[config.mk]
export PLATFORM = sky130hd
export DESIGN_NAME = weight_loader
export DESIGN_NICKNAME = d
export VERILOG_FILES = /design/src/rtl/weight_pkg.sv /design/src/rtl/wload_ctr.sv /design/src/rtl/weight_loader.sv
export SDC_FILE = /design/constraint.sdc
export NUM_CORES = 1
export LEC_CHECK = 0
export BUFFER_PORTS_ARGS = -buffer_cell sky130_fd_sc_hd__clkbuf_2
export CAP_MARGIN = 25
export CORE_UTILIZATION = 50
export DETAILED_ROUTE_END_ITERATION = 16
export PLACE_DENSITY = 0.74
export SYNTH_ARGS = -nofsm -noshare
export SYNTH_HDL_FRONTEND = slang
export SYNTH_SLANG_ARGS = --single-unit
[constraint.sdc]
create_clock -name clk -period 3.2 [get_ports clk]
set_input_delay 0.64 -clock clk [delete_from_list [all_inputs] [get_ports clk]]
set_output_delay 0.64 -clock clk [all_outputs]
set_load 0.005 [all_outputs]
[src/rtl/weight_pkg.sv]
// weight_pkg: shared definitions for the weight loader and the weight ROM.
// Holds the load-sequence state enum, the default LSTM geometry, the
// region-length helpers and the address-width function.
package weight_pkg;

  // Load sequence: idle, then the four regions in file order
  typedef enum logic [2:0] {
    ST_IDLE,
    ST_WIH,
    ST_WHH,
    ST_BIH,
    ST_BHH
  } wload_state_e;

  // Default geometry: hidden size and input feature count
  localparam int COL_DEFAULT = 512;
  localparam int COW_DEFAULT = 96;
  localparam int QZ_DEFAULT  = 16;

  // Input-to-hidden weights: four gates of col x cow
  function automatic int wih_len(input int col, input int cow);
    return col * cow * 4;
  endfunction

  // Hidden-to-hidden weights: four gates of col x col
  function automatic int whh_len(input int col);
    return col * col * 4;
  endfunction

  // Each bias vector: four gates of col
  function automatic int bias_len(input int col);
    return col * 4;
  endfunction

  // Address width sized by the largest region (whh); assumes cow <= col
  function automatic int addr_w(input int col);
    return $clog2(col * col * 4);
  endfunction

endpackage

[src/rtl/wload_ctr.sv]
// wload_ctr: word index counter for the active region. Wraps to zero on
// the terminal count so the next region starts at index 0 with no bubble.
module wload_ctr #(
  parameter int W = 6
) (
  input  logic         clk,
  input  logic         rst_n,
  input  logic         clr_i,
  input  logic         inc_i,
  input  logic [W-1:0] last_i,
  output logic [W-1:0] count_o,
  output logic         tc_o
);

  logic [W-1:0] count_q;

  assign count_o = count_q;
  assign tc_o    = (count_q == last_i);

  // Clear has priority; on an increment at terminal count wrap to zero
  always_ff @(posedge clk or negedge rst_n) begin
    if (!rst_n) begin
      count_q <= '0;
    end else if (clr_i) begin
      count_q <= '0;
    end else if (inc_i) begin
      count_q <= tc_o ? '0 : count_q + 1'b1;
    end
  end

endmodule

[src/rtl/weight_loader.sv]
// weight_loader: streams an LSTM weight file into four regions (wih, whh,
// bih, bhh) in file order, emitting one registered write per accepted word.
// Optional feature: define WLOAD_CHECKSUM_EN to keep a 32-bit running sum
// of accepted words; otherwise checksum is tied to zero.
module weight_loader
  import weight_pkg::*;
#(
  parameter int col = COL_DEFAULT,
  parameter int cow = COW_DEFAULT,
  parameter int QZ  = QZ_DEFAULT
) (
  input  logic                   clk,
  input  logic                   rst_n,
  input  logic                   start,
  input  logic                   abort,
  input  logic [QZ-1:0]          s_data,
  input  logic                   s_valid,
  output logic                   s_ready,
  output logic                   wr_wih,
  output logic                   wr_whh,
  output logic                   wr_bih,
  output logic                   wr_bhh,
  output logic [addr_w(col)-1:0] wr_addr,
  output logic [QZ-1:0]          wr_data,
  output logic                   busy,
  output logic                   done,
  output logic [31:0]            checksum
);

  localparam int AW = addr_w(col);
  localparam logic [AW-1:0] WIH_LAST  = AW'(wih_len(col, cow) - 1);
  localparam logic [AW-1:0] WHH_LAST  = AW'(whh_len(col) - 1);
  localparam logic [AW-1:0] BIAS_LAST = AW'(bias_len(col) - 1);

  wload_state_e  state_q;
  logic          busy_q;
  logic          wrWih_q, wrWhh_q, wrBih_q, wrBhh_q;
  logic [AW-1:0] wrAddr_q;
  logic [QZ-1:0] wrData_q;
  logic          done_q;

  logic          accept;
  logic          ctrClr;
  logic          ctrInc;
  logic          ctrTc;
  logic [AW-1:0] ctrCount;
  logic [AW-1:0] lastSel;

  // A beat transfers whenever the source is valid while a load is running
  assign accept = s_valid & busy_q;
  // Index sits at zero while idle and is dropped by abort
  assign ctrClr = (state_q == ST_IDLE) | abort;
  assign ctrInc = accept & ~abort;

  // Terminal index of the region currently being loaded
  always_comb begin
    lastSel = WIH_LAST;
    unique case (state_q)
      ST_WHH:  lastSel = WHH_LAST;
      ST_BIH:  lastSel = BIAS_LAST;
      ST_BHH:  lastSel = BIAS_LAST;
      default: lastSel = WIH_LAST;
    endcase
  end

  wload_ctr #(.W(AW)) u_ctr (
    .clk     (clk),
    .rst_n   (rst_n),
    .clr_i   (ctrClr),
    .inc_i   (ctrInc),
    .last_i  (lastSel),
    .count_o (ctrCount),
    .tc_o    (ctrTc)
  );

  // Load FSM with registered write strobe, address, data and done outputs
  always_ff @(posedge clk or negedge rst_n) begin
    if (!rst_n) begin
      state_q  <= ST_IDLE;
      busy_q   <= 1'b0;
      wrWih_q  <= 1'b0;
      wrWhh_q  <= 1'b0;
      wrBih_q  <= 1'b0;
      wrBhh_q  <= 1'b0;
      wrAddr_q <= '0;
      wrData_q <= '0;
      done_q   <= 1'b0;
    end else begin
      wrWih_q <= 1'b0;
      wrWhh_q <= 1'b0;
      wrBih_q <= 1'b0;
      wrBhh_q <= 1'b0;
      done_q  <= 1'b0;
      if (state_q == ST_IDLE) begin
        if (start && !abort) begin
          state_q <= ST_WIH;
          busy_q  <= 1'b1;
        end
      end else if (abort) begin
        state_q <= ST_IDLE;
        busy_q  <= 1'b0;
      end else if (accept) begin
        wrAddr_q <= ctrCount;
        wrData_q <= s_data;
        unique case (state_q)
          ST_WIH: begin
            wrWih_q <= 1'b1;
            if (ctrTc) state_q <= ST_WHH;
          end
          ST_WHH: begin
            wrWhh_q <= 1'b1;
            if (ctrTc) state_q <= ST_BIH;
          end
          ST_BIH: begin
            wrBih_q <= 1'b1;
            if (ctrTc) state_q <= ST_BHH;
          end
          ST_BHH: begin
            wrBhh_q <= 1'b1;
            if (ctrTc) begin
              state_q <= ST_IDLE;
              busy_q  <= 1'b0;
              done_q  <= 1'b1;
            end
          end
          default: begin
            state_q <= ST_IDLE;
            busy_q  <= 1'b0;
          end
        endcase
      end
    end
  end

`ifdef WLOAD_CHECKSUM_EN
  logic [31:0] checksum_q;

  // Running sum: cleared when a load starts, one add per kept beat
  always_ff @(posedge clk or negedge rst_n) begin
    if (!rst_n) begin
      checksum_q <= '0;
    end else if (state_q == ST_IDLE) begin
      if (start && !abort) checksum_q <= '0;
    end else if (accept && !abort) begin
      checksum_q <= checksum_q + 32'(s_data);
    end
  end

  assign checksum = checksum_q;
`else
  assign checksum = '0;
`endif

  assign s_ready = busy_q;
  assign busy    = busy_q;
  assign wr_wih  = wrWih_q;
  assign wr_whh  = wrWhh_q;
  assign wr_bih  = wrBih_q;
  assign wr_bhh  = wrBhh_q;
  assign wr_addr = wrAddr_q;
  assign wr_data = wrData_q;
  assign done    = done_q;

endmodule

==> impl_metrics.toml <==
[routing]
wl_per_cell_um = 13.2
antenna_left = 0
routedLengthMet1_um = 2670
met2_wirelength_um = 2650
firstDrtPassIters = 4
vias = 2232
routed_via_density = 5.08
top_layer_used = "met4"
met3_length_um = 419
dr.first_iter.drc_count = 106
drt_drc_violations_left = 0
totalWireLength_um = 5790

[timing]
hold_violations = 0
clock.fmax_mhz = 372
fin_setup_tns_ps = 0
relSlewSlack_pct = 61.2
finClkSkew_ps = 10.5
tightestPinTransition_ps = 582
period_minus_slack_ps = 2690
setup-violations-final = 0
rsz0062_at_grt = "no"
period_share_pct = 84.1
finalMaxSlewViolations = 0

[clock_network]
cts_buffers = 9
cts_tree = "done"
cts_setup_buffers = 0
clkSlewWorstSetupHoldPaths_ps = 70
cts_resized = 0
hold_buffers = 0
cts_root_buffer = "clkbuf_8"
clk_path_buf_depth = 2
numClockSinks = 65
htree_num_levels = 3
clk_latency_ps = 340

[floorplan]
dieArea_sq_um = 6810
chipHeight_um = 82.5
core-area_sq_um = 6100
start_util_pct = 53.2
rows = 28
chipWidth_um = 82.5
ios = 96

[cells_and_area]
drive_above_1_share_pct = 37.1
synthToLayoutAreaGrowth_pct = 13.3
design_area_sq_um = 3670
fill_cells = 530
utilization_pct = 60.2
diodes = 0
seq_area_sq_um = 1630
layout.nets = 381
multi_input_area_sq_um = 1400

[yosys]
ys_seq_elements = 65
synthCells = 293
synth_cell_types = 50
synth.largest_area_cell = "dfrtp_1"
synthFlopType = "dfrtp_1"
synth_top_area_share_pct = 50.2
avgSynthCellArea_sq_um = 11.1
yosysWarnings = 0
ys_seq_area_share_pct = 50.2
synth_area_leaders = "dfrtp_1 50%, mux2_2 12%, buf_4 7.9%"
synth-edff-count = 0
synth_area_sq_um = 3240
async_flop_share_pct = 100

[global_routing]
grt_max_degree = 43
grt_pass1_vias = 2109
grtUsageTotal_pct = 19.1
grt_pass1_wl_um = 9650
grt_overflow = 0
antenna_found_initial = 0

[pwr]
power.total_mw = 2.19
p_seq_share_pct = 47.7
swShare_pct = 30.4
share_comb_of_total_power_pct = 24.3
internal_power_mw = 1.53
ir_drop_uv = 424
leakage_nw = 1.81
pwr_density_cell_nw_per_um2 = 596
power_switching_mw = 0.665
p_clk_share_pct = 27.9

[job]
maxCapViolCount = 0

[setup_path]
ff2ff_path_depth = 7
end_kind = "flop"
path_delay_family = "simple AND/OR/NAND/NOR gates"
crit_path_start_kind = "flop"
crit_path_max_incr_delay_ps = 550
path_depth = 7
worstPathRequired_ps = 3400
path_cells = "ha_1 > nand3_2 > or4_4 > a2111oi_4 > nand4_1 > nand2_1 > nor2_1"
r2r_setup_slack_ps = 510
worstPathArrival_ps = 2890
crit_slowest_cell = "a2111oi_4"
worst-path-max-fanout = 14
cp_num_buf_inv = 0
critPathKind = "flop to flop"

[placement]
dp_hpwl_um = 4080
placed_area_sq_um = 3490
place_congestion = 0.833
port_buffers = 63

[worst_hold_path]
hp-class = "input pin to async pin"

[run_status]
outcome = "complete, no violations"
==> cell usage after synthesis, types with 4 or more instances <==
library cell	count
nand2_1	22
nand3_1	10
xor2_1	10
nor2_1	29
nand4_1	4
nor3_1	7
clkbuf_1	4
buf_4	34
o21ai_0	7
mux2_2	34
nor4_1	5
nor3b_1	4
xnor2_1	5
inv_1	6
dfrtp_1	65
==> layout make-up <==
class / instances / area share [%]
Sequential cell: 65 / 44.3
Multi-Input combinational cell: 209 / 38.0
Timing Repair Buffer: 68 / 9.61
Clock buffer: 10 / 3.75
Tap cell: 75 / 2.56
Clock inverter: 6 / 1.16
Inverter: 6 / 0.613
==> routing by layer <==
| metal | track usage [%] | vias up |
|---|---|---|
| met5 | 0 | - |
| met4 | 5.86 | 0 |
| met3 | 7.03 | 6 |
| met2 | 29.7 | 91 |
| met1 | 24.9 | 1062 |
| li1 | - | 1073 |
==> flip-flops by register name (all words and copies together) (netlist names) <==
name	flops
u_ctr.count_o	20
wr_addr	20
wr_wih	1
done	1
busy	1
wr_bhh	1
state_q	3
wr_data	16
wr_bih	1
wr_whh	1
==> power groups by stage <==
stage	Sequential (mW)	Combinational, mW	Clock (mW)
final	1.05	0.533	0.612
after global routing	1.06	0.596	0.676
after CTS	1.04	0.538	0.638
after detailed placement	1.06	0.536	0
after global placement	1.05	0.528	0
after floorplan	1.05	0.379	0
==> kinds of logic after synthesis <==
| group | after synthesis | synth area share, % |
|---|---|---|
| XOR/XNOR | 15 | 4.05 |
| adder cells (fa/ha/maj) | 1 | 0.386 |
| AND/OR/NAND/NOR | 99 | 15.6 |
| flip-flops | 65 | 50.2 |
| other | 1 | 0.116 |
| multiplexers | 36 | 12.4 |
| buffers and inverters | 50 | 10.5 |
| AO/OA/AOI/OAI | 26 | 6.72 |
==> metrics by stage <==
stage	instances	worst slack (ps)	hold WS, ps
after CTS	439	505	279
after detailed placement	423	524	495
after global routing	439	298	296
after global placement	423	660	490
after floorplan	324	822	344
final	439	510	287
==> worst paths after layout <==
kind / startpoint / end
setup / recovery: u_ctr.count_o[0]$_DFFE_PN0P_ / u_ctr.count_o[15]$_DFFE_PN0P_
hold / removal: rst_n / u_ctr.count_o[3]$_DFFE_PN0P_
setup reg to reg: u_ctr.count_o[0]$_DFFE_PN0P_ / u_ctr.count_o[15]$_DFFE_PN0P_
hold reg to reg: wr_addr[9]$_DFFE_PN0P_ / wr_addr[9]$_DFFE_PN0P_
max in group asynchronous: rst_n / wr_addr[15]$_DFFE_PN0P_
min in group clk: wr_addr[9]$_DFFE_PN0P_ / wr_addr[9]$_DFFE_PN0P_
==> layout by cell type, fill, tap and decap left out, types with 6 or more instances in the layout <==
master and count:
dfrtp_1 65, clkbuf_2 63, mux2_2 34, conb_1 32, nor2_1 29, nand2_1 22, nand3_1 10, xor2_1 10
clkbuf_8 10, o21ai_0 7, nor3_1 6, inv_1 6
Note: power is estimated with default switching activity, not from simulation.
